File: src/rtl/dram_window_fetch_if.sv
// Frame-memory read port plus the window handshake toward the filter datapath.
interface dram_window_fetch_if #(
    parameter int unsigned D_WIDTH  = 8,
    parameter int unsigned A_WIDTH  = 19,
    parameter int unsigned WIN_BITS = 392
);
    logic                ren;
    logic [A_WIDTH-1:0]  raddr;
    logic [D_WIDTH-1:0]  rdata;
    logic                win_valid;
    logic                win_ready;
    logic [WIN_BITS-1:0] window;

    // Fetch engine side: drives reads and the window word
    modport master (
        output ren, raddr, win_valid, window,
        input  rdata, win_ready
    );

    // Memory/consumer side
    modport slave (
        input  ren, raddr, win_valid, window,
        output rdata, win_ready
    );
endinterface

File: src/rtl/dram_window_fetch.sv
// Fetches a WIN x WIN neighbourhood from the frame memory, replicating border
// pixels, and hands it to the filter as one packed window word.
module dram_window_fetch #(
    parameter int unsigned IMG_W   = 640,
    parameter int unsigned IMG_H   = 480,
    parameter int unsigned WIN     = 7,
    parameter int unsigned D_WIDTH = 8,
    parameter int unsigned A_WIDTH = 19
) (
    input  logic       clk,
    input  logic       rst_n,
    input  logic       start,
    input  logic [9:0] cx,
    input  logic [8:0] cy,
    output logic       busy,
    dram_window_fetch_if.master bus
);
    localparam int unsigned N_ELEM = WIN * WIN;
    localparam int unsigned K_W    = $clog2(N_ELEM + 1);
    localparam int unsigned C_W    = $clog2(WIN);
    localparam int unsigned HALF   = WIN / 2;

    typedef enum logic [1:0] {IDLE, ISSUE, DRAIN, HOLD} state_t;

    state_t         state;
    logic [9:0]     cx_q;
    logic [8:0]     cy_q;
    logic [C_W-1:0] col;
    logic [C_W-1:0] row;
    logic [K_W-1:0] issue_k;
    logic [K_W-1:0] cap_k;
    logic           ren_d;

    logic [9:0]         cx_cl_c;
    logic [8:0]         cy_cl_c;
    logic [9:0]         base_x_c;
    logic [8:0]         base_y_c;
    logic [C_W-1:0]     sel_col_c;
    logic [C_W-1:0]     sel_row_c;
    logic signed [10:0] xs_c;
    logic signed [10:0] ys_c;
    logic [9:0]         x_c;
    logic [8:0]         y_c;
    logic [A_WIDTH-1:0] addr_c;

    // Clamp out-of-frame centre coordinates to the last column/row
    assign cx_cl_c = (cx >= 10'(IMG_W)) ? 10'(IMG_W - 1) : cx;
    assign cy_cl_c = (cy >= 9'(IMG_H))  ? 9'(IMG_H - 1)  : cy;

    // Address of the next element; in IDLE it is element 0 of the incoming request
    always_comb begin
        base_x_c  = (state == IDLE) ? cx_cl_c : cx_q;
        base_y_c  = (state == IDLE) ? cy_cl_c : cy_q;
        sel_col_c = (state == IDLE) ? '0 : col;
        sel_row_c = (state == IDLE) ? '0 : row;
        xs_c = $signed({1'b0, base_x_c}) + $signed(11'(sel_col_c)) - $signed(11'(HALF));
        ys_c = $signed({2'b00, base_y_c}) + $signed(11'(sel_row_c)) - $signed(11'(HALF));
        if (xs_c < 0)                              x_c = '0;
        else if (xs_c > $signed(11'(IMG_W - 1)))   x_c = 10'(IMG_W - 1);
        else                                       x_c = xs_c[9:0];
        if (ys_c < 0)                              y_c = '0;
        else if (ys_c > $signed(11'(IMG_H - 1)))   y_c = 9'(IMG_H - 1);
        else                                       y_c = ys_c[8:0];
        addr_c = A_WIDTH'(y_c) * A_WIDTH'(IMG_W) + A_WIDTH'(x_c);
    end

    // Fetch FSM: issue reads back to back, capture returning bytes two edges later, hold until accepted
    always_ff @(posedge clk or negedge rst_n) begin
        if (!rst_n) begin
            state         <= IDLE;
            cx_q          <= '0;
            cy_q          <= '0;
            col           <= '0;
            row           <= '0;
            issue_k       <= '0;
            cap_k         <= '0;
            ren_d         <= 1'b0;
            busy          <= 1'b0;
            bus.ren       <= 1'b0;
            bus.raddr     <= '0;
            bus.win_valid <= 1'b0;
            bus.window    <= '0;
        end else begin
            ren_d <= bus.ren;
            if (ren_d) begin
                bus.window[D_WIDTH * cap_k +: D_WIDTH] <= bus.rdata;
                cap_k <= cap_k + K_W'(1);
            end
            case (state)
                IDLE: begin
                    if (start) begin
                        cx_q       <= cx_cl_c;
                        cy_q       <= cy_cl_c;
                        bus.ren    <= 1'b1;
                        bus.raddr  <= addr_c;
                        busy       <= 1'b1;
                        issue_k    <= K_W'(1);
                        col        <= C_W'(1);
                        row        <= '0;
                        cap_k      <= '0;
                        bus.window <= '0;
                        state      <= ISSUE;
                    end
                end
                ISSUE: begin
                    if (issue_k == K_W'(N_ELEM)) begin
                        bus.ren <= 1'b0;
                        state   <= DRAIN;
                    end else begin
                        bus.raddr <= addr_c;
                        issue_k   <= issue_k + K_W'(1);
                        if (col == C_W'(WIN - 1)) begin
                            col <= '0;
                            row <= row + C_W'(1);
                        end else begin
                            col <= col + C_W'(1);
                        end
                    end
                end
                DRAIN: begin
                    bus.win_valid <= 1'b1;
                    state         <= HOLD;
                end
                HOLD: begin
                    if (bus.win_valid && bus.win_ready) begin
                        bus.win_valid <= 1'b0;
                        busy          <= 1'b0;
                        state         <= IDLE;
                    end
                end
                default: state <= IDLE;
            endcase
        end
    end
endmodule

File: src/flat_wrapper.sv
// flat-port wrapper written by rule: the top's interface ports become plain ports
module dram_window_fetch_flat 
#(
    parameter int unsigned IMG_W   = 640,
    parameter int unsigned IMG_H   = 480,
    parameter int unsigned WIN     = 7,
    parameter int unsigned D_WIDTH = 8,
    parameter int unsigned A_WIDTH = 19
)
  (clk, rst_n, start, cx, cy, busy, bus_ren, bus_raddr, bus_win_valid, bus_window, bus_rdata, bus_win_ready);
  dram_window_fetch_if #(.D_WIDTH(D_WIDTH), .A_WIDTH(A_WIDTH)) bus_i ();
  input  logic clk;
  input  logic rst_n;
  input  logic start;
  input  logic [9:0] cx;
  input  logic [8:0] cy;
  output logic busy;
  output wire logic [$bits(bus_i.ren)-1:0] bus_ren;
  output wire logic [$bits(bus_i.raddr)-1:0] bus_raddr;
  output wire logic [$bits(bus_i.win_valid)-1:0] bus_win_valid;
  output wire logic [$bits(bus_i.window)-1:0] bus_window;
  input wire logic [$bits(bus_i.rdata)-1:0] bus_rdata;
  input wire logic [$bits(bus_i.win_ready)-1:0] bus_win_ready;
  assign bus_ren = bus_i.ren;
  assign bus_raddr = bus_i.raddr;
  assign bus_win_valid = bus_i.win_valid;
  assign bus_window = bus_i.window;
  assign bus_i.rdata = bus_rdata;
  assign bus_i.win_ready = bus_win_ready;
  dram_window_fetch #(.IMG_W(IMG_W), .IMG_H(IMG_H), .WIN(WIN), .D_WIDTH(D_WIDTH), .A_WIDTH(A_WIDTH)) u_core (.clk(clk), .rst_n(rst_n), .start(start), .cx(cx), .cy(cy), .busy(busy), .bus(bus_i));
endmodule
File: config.mk
export PLATFORM = sky130hd
export DESIGN_NAME = dram_window_fetch_flat
export DESIGN_NICKNAME = d
export VERILOG_FILES = /design/src/rtl/dram_window_fetch_if.sv /design/src/rtl/dram_window_fetch.sv /design/src/flat_wrapper.sv
export SDC_FILE = /design/constraint.sdc
export NUM_CORES = 1
export LEC_CHECK = 0
export BUFFER_PORTS_ARGS = -buffer_cell sky130_fd_sc_hd__buf_2
export CAP_MARGIN = 10
export CORE_MARGIN = 3
export CORE_UTILIZATION = 35
export DETAILED_ROUTE_END_ITERATION = 16
export PLACE_DENSITY_LB_ADDON = 0.05
export SLEW_MARGIN = 20
export SYNTH_ARGS = -nofsm -noshare
export SYNTH_HDL_FRONTEND = slang
export SYNTH_SLANG_ARGS = --single-unit
File: constraint.sdc
create_clock -name clk -period 13.2 [get_ports clk]
set_input_delay 1.98 -clock clk [delete_from_list [all_inputs] [get_ports clk]]
set_output_delay 1.98 -clock clk [all_outputs]
set_load 0.02 [all_outputs]
======== Word-level counts from Yosys, hierarchy flattened ========
Cells that the tools add are included.
word-level totals
  output and inout bits ................... 414
  register bits ........................... 454
  input port bits ......................... 31
operators by class
  $add $sub $neg .......................... 10
  multiply operators ...................... 1
  magnitude comparators ................... 6
  muxes and demuxes ....................... 41
  shift operators ......................... 2
  equal/unequal tests ..................... 10
  reduce and logical (&&, ||, !) cells .... 12
operator list
  operator                                                                       count
  392-bit 2-to-1 mux                                                             3
  392-bit bitwise mux                                                            1
  8-bit by 34-bit variable shift with 392-bit output, first input constant       1
  8-bit by 34-bit indexed part select with 392-bit output                        1
  10-bit 2-to-1 mux                                                              4
  19-bit 2-to-1 mux                                                              2
  19-bit one-hot mux with 2 select lines                                         1
  9-bit 2-to-1 mux                                                               4
  9-bit negator with 34-bit output                                               1
  6-bit 2-to-1 mux                                                               5
  3-bit 2-to-1 mux                                                               8
  11-bit by 1-bit less-than comparator with 1-bit output, second input constant  2
  19-bit by 10-bit adder with 19-bit output                                      1
  6-bit by 1-bit adder with 6-bit output, second input constant                  2
  9-bit by 3-bit multiplier with 12-bit output, second input constant            1
  3-bit one-hot mux with 2 select lines                                          2
  6-bit one-hot mux with 2 select lines                                          1
  3-bit AND reduction                                                            4
  10-bit by 3-bit adder with 11-bit output                                       1
  11-bit by 10-bit > comparator with 1-bit output, second input constant         1
  11-bit > comparator, second input constant                                     1
  10-bit by 2-bit subtractor with 11-bit output, second input constant           1
  11-bit by 3-bit subtractor with 11-bit output, second input constant           1
  9-bit by 3-bit adder with 10-bit output                                        1
  other kinds (18)                                                               32

======== Longest topological paths before layout ========
Gate-level depths: netlist of run 1.
  word-level depth ........................ 12
  depth in mapped cells ................... 27

======== Least setup slack after synthesis of run 1 ========
No wires, ideal clock.
  path type ............................... input to register
  start point ............................. input cy[8]
  end point ............................... register u_core.bus.raddr[17]
  library setup time ...................... 0.125 ns
  buffers on the path ..................... 0
  data required time ...................... 13.075 ns
  stages .................................. 22
  arrival ................................. 6.577 ns
  setup slack ............................. 6.498 ns
  path through ............................ and4_1 -> nor2_1 -> a21oi_1 -> ha_1 -> ha_1 -> fa_1 -> a211o_1 -> a21oi_1 -> xor2_1 -> nand2b_1 -> o31a_1 -> a21oi_1 -> ha_1 -> ha_1 -> fa_1 -> a21o_1 -> a21oi_1 -> xnor2_1 -> nand3b_1 -> nor3b_1 -> xnor2_1 -> mux2_2
on the way
  cells in the longest elaborated chain, start to end .. 12
RTL lines
  what                                               line                                               RTL
  start, declared                                    flat_wrapper.sv:16                                 input logic [8:0] cy;
  9-bit greater-or-equal comparator                  dram_window_fetch.sv:48                            assign cy_cl_c = (cy >= 9'(IMG_H)) ? 9'(IMG_H - 1) : cy;
  9-bit 2-to-1 mux (*)                               dram_window_fetch.sv:48
  9-bit 2-to-1 mux (*)                               dram_window_fetch.sv:53                            base_y_c = (state == IDLE) ? cy_cl_c : cy_q;
  9-bit by 3-bit adder with 10-bit output (*)        dram_window_fetch.sv:57                            ys_c = $signed({2'b00, base_y_c}) + $signed(11'(sel_row_c)) - $signed(11'(HALF));
  10-bit by 2-bit subtractor with 11-bit output (*)  dram_window_fetch.sv:57
  11-bit by 10-bit > comparator with 1-bit output    dram_window_fetch.sv:62                            else if (ys_c > $signed(11'(IMG_H - 1))) y_c = 9'(IMG_H - 1);
  9-bit 2-to-1 mux                                   dram_window_fetch.sv:62
  9-bit 2-to-1 mux (*)                               dram_window_fetch.sv:61                            if (ys_c < 0) y_c = '0;
  9-bit by 3-bit multiplier with 12-bit output (*)   dram_window_fetch.sv:64                            addr_c = A_WIDTH'(y_c) * A_WIDTH'(IMG_W) + A_WIDTH'(x_c);
  19-bit by 10-bit adder with 19-bit output (*)      dram_window_fetch.sv:64
  19-bit 2-to-1 mux, on equally long branches        dram_window_fetch.sv:106, dram_window_fetch.sv:91
  19-bit one-hot mux with 2 select lines (*)         dram_window_fetch.sv:89                            case (state)
  end signal, assigned                               dram_window_fetch.sv:95                            bus.raddr <= addr_c;
  end signal, assigned                               dram_window_fetch.sv:110                           bus.raddr <= addr_c;
  end, declared                                      dram_window_fetch_if.sv:16                         output ren, raddr, win_valid, window,
Every way passes the cells marked *; elsewhere a longest branch is shown, timed or not. The select of a mux whose other input is x is not followed.
A chain may end at the register's enable or synchronous reset.

======== Worst setup path in the final report of run 1 ========
Ends and elaborated chain as after synthesis.

==> qor.yml, run 1 <==
status: "complete, no violations"
slowest_delay_ns: 0.48
ios: 445
grt_pass1_wl_mm: 119.9
max_freq_mhz: 150.1
path_cells: "buf_2 > and4_1 > nor2_1 > a21oi_1 > ha_1 > ha_1 > fa_1 > a211o_1 > a21oi_1 > xor2_1 > nand2b_1 > o31a_1 > a21oi_1 > ha_1 > ha_1 > fa_1 > a211oi_1 > o21bai_1 > a21oi_1 > xor2_1 > nor3b_1 > xnor2_1 > mux2_2"
yosys.area.top_type: "dfrtp_1"
vias_per_cell: 5.121
cts_buffers: 53
crit_path_start_kind: "input port"
crit_required_ns: 13.69
start_util: 0.3553
fin_nets: 2749
maxSlewHeadroom: 0.3226
wl_per_cell_um: 22.15
detailed_place_hpwl_mm: 54.10
drc_errors: 0
synthArstFlopShare: 1.000
fin_util: 0.4319
fin_crit_sh: 0.5046
syn_area_um2: 22050
grt_max_degree: 162
drive_above_1_share: 0.2279
tightest_slew_ns: 1.016
drt_iter0_markers: 1292
cts_resized: 0
path_delay_family: "adder cells"
path_clk_slew_ns: 0.06
grt_usage: 0.2337
synth-edff-count: 0
yosys-top-cells-area: "dfrtp_1 (52%), mux2i_1 (12%), nor2_1 (7.6%)"
ys_seq_area_frac: 0.5152
postCtsHoldBufs: 0
finClkSkew_ns: 0.01180
cts_setup_buffers: 0
fp-row-count: 91
avgSynthCellArea_um2: 9.705
combPwrFrac: 0.537
root_buffer: "clkbuf_16"
fin_hold_ws_ns: 0.4172
synth_nets: 2355
area_growth_syn_to_layout_pct: 21.53
swShare: 0.4656
yosysUniqueCellTypes: 74
place_inst: 3448
insertion_delay_ns: 0.60
multi_input_area_um2: 10040
dieWidth_um: 257.0
critPathArrivalTime_ns: 7.15
grt.overflow.total: 0
synth_warnings: 0
drtPass1Iterations: 6
critical_path_class: "in2reg"
clock_power_share: 0.216
cp-end-kind: "flip-flop"
ant_nets: 0
drv_cap: 0
cp_max_fo: 5
final_area_um2: 26800
seq_power_share: 0.246
power_mw: 6.899
routed_wl_mm: 78.52
setup_viol: 0
place_area_um2: 25040
hold_path.class: "reg2reg"
fillCellCount: 6170
powerDensity_nw_per_um2: 257.4
htreeDepth: 2
hold_viol_final: 0
vias: 18150
worst-path-buf-inv: 1
synthFlopType: "dfrtp_1"
design.die.area_um2: 66050
yosys.cell_count.top_type: "dfrtp_1"
finalCriticalPeriod_ns: 6.661
grt_pass1_vias: 18510
cts_tree: "done"
slew_violations: 0
pre_cts_slack_ns: 5.947
ctsLongestPathBuffers: 3
ir_drop_mv: 0.2285
grt_setup_unrepaired: "false"
slowest_stage: "fa_1"
fin_setup_tns_ns: 0
yosys.area.top_type_share: 0.5152
antenna_found_initial: 1
core_area_um2: 62050
p_switching_mw: 3.212
synth_commonest_cells: "dfrtp_1 (454), nor2_1 (449), mux2i_1 (273)"
die_h_um: 257.0
layout.cells.non_filler: 3545
port-buffer-count: 444
synthCells: 2272
intPower_mw: 3.686
p_leak_nw: 14.30
worst_slack_ns: 6.539
place_congestion: 0.8291
cts_sinks: 454
final-seq-area_um2: 11360
ys_ff_latch: 454
placed cells by master, fill, tap and decap left out, types with 14 or more instances in the layout:
cell,n
and3_1,49
mux2i_1,273
clkbuf_8,14
clkbuf_1,14
nor2b_1,15
a21o_1,18
buf_4,29
nand2_1,214
xor2_1,23
and2_1,14
a21oi_1,163
xnor2_1,19
o21ai_0,40
nor2_1,449
dfrtp_1,454
ha_1,48
clkbuf_16,53
buf_2,443
nand3_1,85
inv_1,33
nor3_1,87
logic make-up after synthesis:
logic type                 count (synthesis)  share of synthesized area
DFF                                      454                     0.5152
xor gates and xnor gates                  45                    0.01822
muxes                                    276                     0.1255
and+or+nand+nor                         1006                     0.2071
buffers and inverters                    169                    0.03064
adders and majority gates                 52                    0.03087
AOI/OAI and AO/OA                        270                    0.07246
area by class of cell:
type	count	share of cell area
Multi-Input combinational cell	1649	0.3745
Clock inverter	15	0.006770
Clock buffer	81	0.05864
Inverter	34	0.004762
Timing Repair Buffer	474	0.09217
Tap cell	837	0.03908
Sequential cell	454	0.4239
Antenna cell	1	0.00009338
worst paths after layout:
path                            slack (ns)  cells past startpoint                   startpoint                          endpoint
worst max-delay path                  6.54                     23                        cy[8]  u_core.bus.raddr[17]$_DFFE_PN0P_
worst min-delay path                  0.42                      0   u_core.bus.ren$_DFFE_PN0P_            u_core.ren_d$_DFF_PN0_
worst max register to register        6.96                     25  u_core.state[0]$_DFFE_PN0P_  u_core.bus.raddr[17]$_DFFE_PN0P_
worst min register to register        0.42                      0   u_core.bus.ren$_DFFE_PN0P_            u_core.ren_d$_DFF_PN0_
max in group asynchronous            10.26                      2                        rst_n  u_core.bus.window[183]$_DFF_PN0_
min in group asynchronous             1.37                      1                        rst_n  u_core.bus.window[358]$_DFF_PN0_
worst reg2reg max path, cell delays in order, from the launching register on:
cell,delay [ns]
dfrtp_1,0.40
inv_1,0.11
ha_1,0.16
buf_4,0.38
clkinv_1,0.40
nand2_1,0.21
ha_1,0.17
inv_1,0.04
ha_1,0.24
fa_1,0.48
a211o_1,0.35
a21oi_1,0.18
xor2_1,0.20
nand2b_1,0.17
o31a_1,0.23
a21oi_1,0.13
ha_1,0.22
ha_1,0.23
fa_1,0.48
a211oi_1,0.23
o21bai_1,0.09
a21oi_1,0.22
xor2_1,0.28
nor3b_1,0.11
xnor2_1,0.14
mux2_2,0.27
registers in the layout, summed over array words and instances, names as in the netlist, 2 cells and up:
name,flops
u_core.row,3
u_core.cap_k,6
u_core.issue_k,6
u_core.bus.window,392
u_core.state,2
u_core.cx_q,10
u_core.bus.raddr,19
u_core.col,3
u_core.cy_q,9
power by group through the flow:
stage               logic [mW]  registers, mW  clock network (mW)
floorplan                 2.57           1.83                   0
global placement          3.72           1.72                   0
detailed placement        3.73           1.72                   0
CTS                       3.75           1.70                1.53
global route              4.13           1.72                1.59
finish                    3.71           1.70                1.49
metal layers:
| layer | global-route usage | vias up | routed length, um |
|---|---|---|---|
| met1 | 0.3130 | 9093 | 34420 |
| met4 | 0.05543 | 0 | 1649 |
| met2 | 0.3857 | 449 | 37570 |
| met3 | 0.05255 | 90 | 4881 |
| met5 | 0 | - | 0 |
| li1 | - | 8521 | - |
No activity file was read; power rests on OpenSTA's default activity.
==> inputs of run 2 (changes only) <==
--- a/config.mk
+++ b/config.mk
@@ -5,6 +5,7 @@
 export SDC_FILE = /design/constraint.sdc
 export NUM_CORES = 1
 export LEC_CHECK = 0
+export ABC_AREA = 1
 export BUFFER_PORTS_ARGS = -buffer_cell sky130_fd_sc_hd__buf_2
 export CAP_MARGIN = 10
 export CORE_MARGIN = 3
==> constraint.sdc (replaced) <==
create_clock -name clk -period 6.7 [get_ports clk]
set_input_delay 1.005 -clock clk [delete_from_list [all_inputs] [get_ports clk]]
set_output_delay 1.005 -clock clk [all_outputs]
set_load 0.02 [all_outputs]
==> run 2 against run 1 <==
Compared with the run above: clock-buffer cell count is 5 higher; via count grew 20%; largest power group unchanged; cell area grew 5.9%; clock power rose by 120%.
==> qor.yml, run 2 <==
final_cell_mix: "nand2_1 (742), nor2_1 (627), dfrtp_1 (454)"  # was dfrtp_1 (454), nor2_1 (449), buf_2 (443)
grt_pass1_vias: 21400  # was 18510
cp-end-kind: "flip-flop"  # unchanged
place_congestion: 0.8576  # was 0.8291
syn_area_um2: 23570  # was 22050 um^2
yosys.cell_count.top_type: "nand2_1"  # was dfrtp_1
yosys.area.top_type_share: 0.4819  # was 0.5152
synthCells: 3148  # was 2272
grt_setup_unrepaired: "false"  # unchanged
insertion_delay_ns: 0.61  # was 0.60 ns
final_area_um2: 28380  # was 26800 um^2
cts_sinks: 454  # unchanged
avgSynthCellArea_um2: 7.489  # was 9.705 um^2
largest_register_ffs: 392  # unchanged
maxSlewHeadroom: 0.2521  # was 0.3226
core_area_um2: 66220  # was 62050 um^2
slowest_delay_ns: 0.50  # was 0.48 ns
yosys.area.top_type: "dfrtp_1"  # unchanged
p_leak_nw: 16.31  # was 14.30 nW
ctsLongestPathBuffers: 3  # unchanged
layout.cells.non_filler: 4433  # was 3545
layout_commonest_cell: "nand2_1"  # was dfrtp_1
drt_iter0_markers: 1535  # was 1292
synthFlopType: "dfrtp_1"  # unchanged
status: "complete, no violations"  # unchanged
path_clk_slew_ns: 0.06  # about the same
regMostFlops: "u_core.bus.window"  # unchanged
routed_wl_mm: 84.78  # was 78.52 mm
slew_violations: 0  # unchanged
grt_max_degree: 190  # was 162
vias: 21820  # was 18150
drv_cap: 0  # unchanged
ios: 445  # unchanged
cts_buffers: 56  # was 53
slowest_stage: "inv_1"  # was fa_1
ant_nets: 0  # unchanged
hold_viol_final: 0  # unchanged
root_buffer: "clkbuf_16"  # unchanged
ys_ff_latch: 454  # unchanged
setup_viol: 0  # unchanged
crit_path_start_kind: "flip-flop"  # was input port
drive_above_1_share: 0.1825  # was 0.2279
place_inst: 4329  # was 3448
fin_nets: 3606  # was 2749
start_util: 0.3560  # was 0.3553
cts_tree: "done"  # unchanged
grt.overflow.total: 0  # unchanged
wl_per_cell_um: 19.12  # was 22.15 um
cts_resized: 0  # unchanged
critical_path_class: "reg2reg"  # was in2reg
cts_setup_buffers: 0  # unchanged
fp-row-count: 94  # was 91
max_freq_mhz: 180.0
finalCriticalPeriod_ns: 5.555
reg_top3: "u_core.bus.window (392), u_core.bus.raddr (19), u_core.cx_q (10)"  # unchanged
dieWidth_um: 265.5  # was 257.0 um
tightest_slew_ns: 1.113  # was 1.016 ns
finClkSkew_ns: 0.03212  # was 0.01180 ns
detailed_place_hpwl_mm: 60.44  # was 54.10 mm
fin_crit_sh: 0.8292
powerDensity_nw_per_um2: 548.5  # was 257.4 nW/um^2
grt_pass1_wl_mm: 129.7  # was 119.9 mm
drc_errors: 0  # unchanged
synth_commonest_cells: "nand2_1 (743), nor2_1 (627), dfrtp_1 (454)"  # was dfrtp_1 (454), nor2_1 (449), mux2i_1 (273)
yosys-top-cells-area: "dfrtp_1 (48%), nand2_1 (12%), nor2_1 (10%)"  # was dfrtp_1 (52%), mux2i_1 (12%), nor2_1 (7.6%)
area_growth_syn_to_layout_pct: 20.38  # was 21.53%
power_mw: 15.57  # was 6.899 mW
ys_seq_area_frac: 0.4819  # was 0.5152
pre_cts_slack_ns: 0.7303  # was 5.947 ns
antenna_found_initial: 1  # unchanged
drtPass1Iterations: 8  # was 6
cp_max_fo: 23  # was 5
htreeDepth: 2  # unchanged
synth_nets: 3231  # was 2355
die_h_um: 265.5  # was 257.0 um
grt_usage: 0.2361  # was 0.2337
place_area_um2: 26400  # was 25040 um^2
postCtsHoldBufs: 0  # unchanged
ir_drop_mv: 1.098  # was 0.2285 mV
yosysUniqueCellTypes: 46  # was 74
crit_required_ns: 7.23  # was 13.69 ns
hold_path.class: "in2async"  # was reg2reg
synth_warnings: 0  # unchanged
port-buffer-count: 444  # unchanged
synthArstFlopShare: 1.000  # unchanged
fin_setup_tns_ns: 0  # unchanged
synth-edff-count: 0  # unchanged
worst_slack_ns: 1.145  # was 6.539 ns
cp_common_cell: "nand2_1"
critPathArrivalTime_ns: 6.08  # was 7.15 ns
design.die.area_um2: 70500  # was 66050 um^2
vias_per_cell: 4.921  # was 5.121
## run 2: cell types whose count changed after synthesis, sizes merged, moves of 56 or more
| cell | change |
|---|---|
| mux2i | -273 |
| o21ai | +209 |
| buf | +56 |
| inv | +362 |
| nand2 | +537 |
| nor2 | +186 |
| nand4 | +97 |
## run 2: layer usage
metal,up-vias,GRT usage,wire length [um]
li1,10630,-,-
met1,10440,0.3202,37750
met4,2,0.07555,2844
met2,611,0.3747,38510
met5,-,0,7
met3,141,0.05522,5671
## run 2: power breakdown
part	leakage [nW]	switching (mW)	internal, mW
logic	9.10	6.18	2.56
clock network	0.967	1.25	1.99
registers	6.24	0.318	3.27
total	16.3	7.75	7.81
## run 2: kinds of logic (layout without fill, tap and decap cells)
logic type / Yosys count / after routing / synth area share
and+or+nand+nor: 1702 / 1702 / 0.3093
buffers and inverters: 542 / 962 / 0.09198
DFF: 454 / 454 / 0.4819
AOI/OAI and AO/OA: 383 / 383 / 0.08237
adders and majority gates: 52 / 52 / 0.02887
xor gates and xnor gates: 15 / 15 / 0.005573
other: 0 / 1 / 0
## run 2: worst paths after layout
kind | start | to | slack (ns) | cells past startpoint
hold reg to reg | u_core.bus.ren$_DFFE_PN0P_ | u_core.ren_d$_DFF_PN0_ | 0.40 | 0
max in group asynchronous | rst_n | u_core.bus.window[56]$_DFF_PN0_ | 4.88 | 2
hold / removal | rst_n | u_core.bus.window[296]$_DFF_PN0_ | 0.40 | 1
setup reg to reg | u_core.state[0]$_DFFE_PN0P_ | u_core.bus.raddr[18]$_DFFE_PN0P_ | 1.14 | 32
setup / recovery | u_core.state[0]$_DFFE_PN0P_ | u_core.bus.raddr[18]$_DFFE_PN0P_ | 1.14 | 32
min in group clk | u_core.bus.ren$_DFFE_PN0P_ | u_core.ren_d$_DFF_PN0_ | 0.40 | 0
## run 2: metrics by stage
| stage | hold WS, ns | utilization |
|---|---|---|
| 6_report | 0.3993 | 0.4286 |
| 5_1_grt | 0.4252 | 0.4285 |
| 4_1_cts | 0.4117 | 0.4285 |
| 3_5_place_dp | 0.4179 | 0.3987 |
| 3_3_place_gp | 0.4068 | 0.3987 |
| 2_1_floorplan | 0.4478 | - |
## run 2: worst max-delay path, delay by kind of cell, from the launching register on
kind	cells	cell delay (ns)
adder cells (fa/ha/maj)	7	1.98
flip-flops	1	0.37
AND/OR/NAND/NOR	17	1.80
XOR/XNOR	2	0.34
buffers and inverters	5	0.91
AO/OA/AOI/OAI	1	0.10
## run 2: cell type report
class | instances | area (um^2)
flip-flops and latches | 454 | 11360
well taps | 864 | 1081
clock inverters | 17 | 257.7
repair buffers | 462 | 2405
clock buffers | 86 | 1715
fillers | 6925 | 37840
multi-input cells | 2152 | 10060
diodes | 1 | 2.502
inverters | 397 | 1498
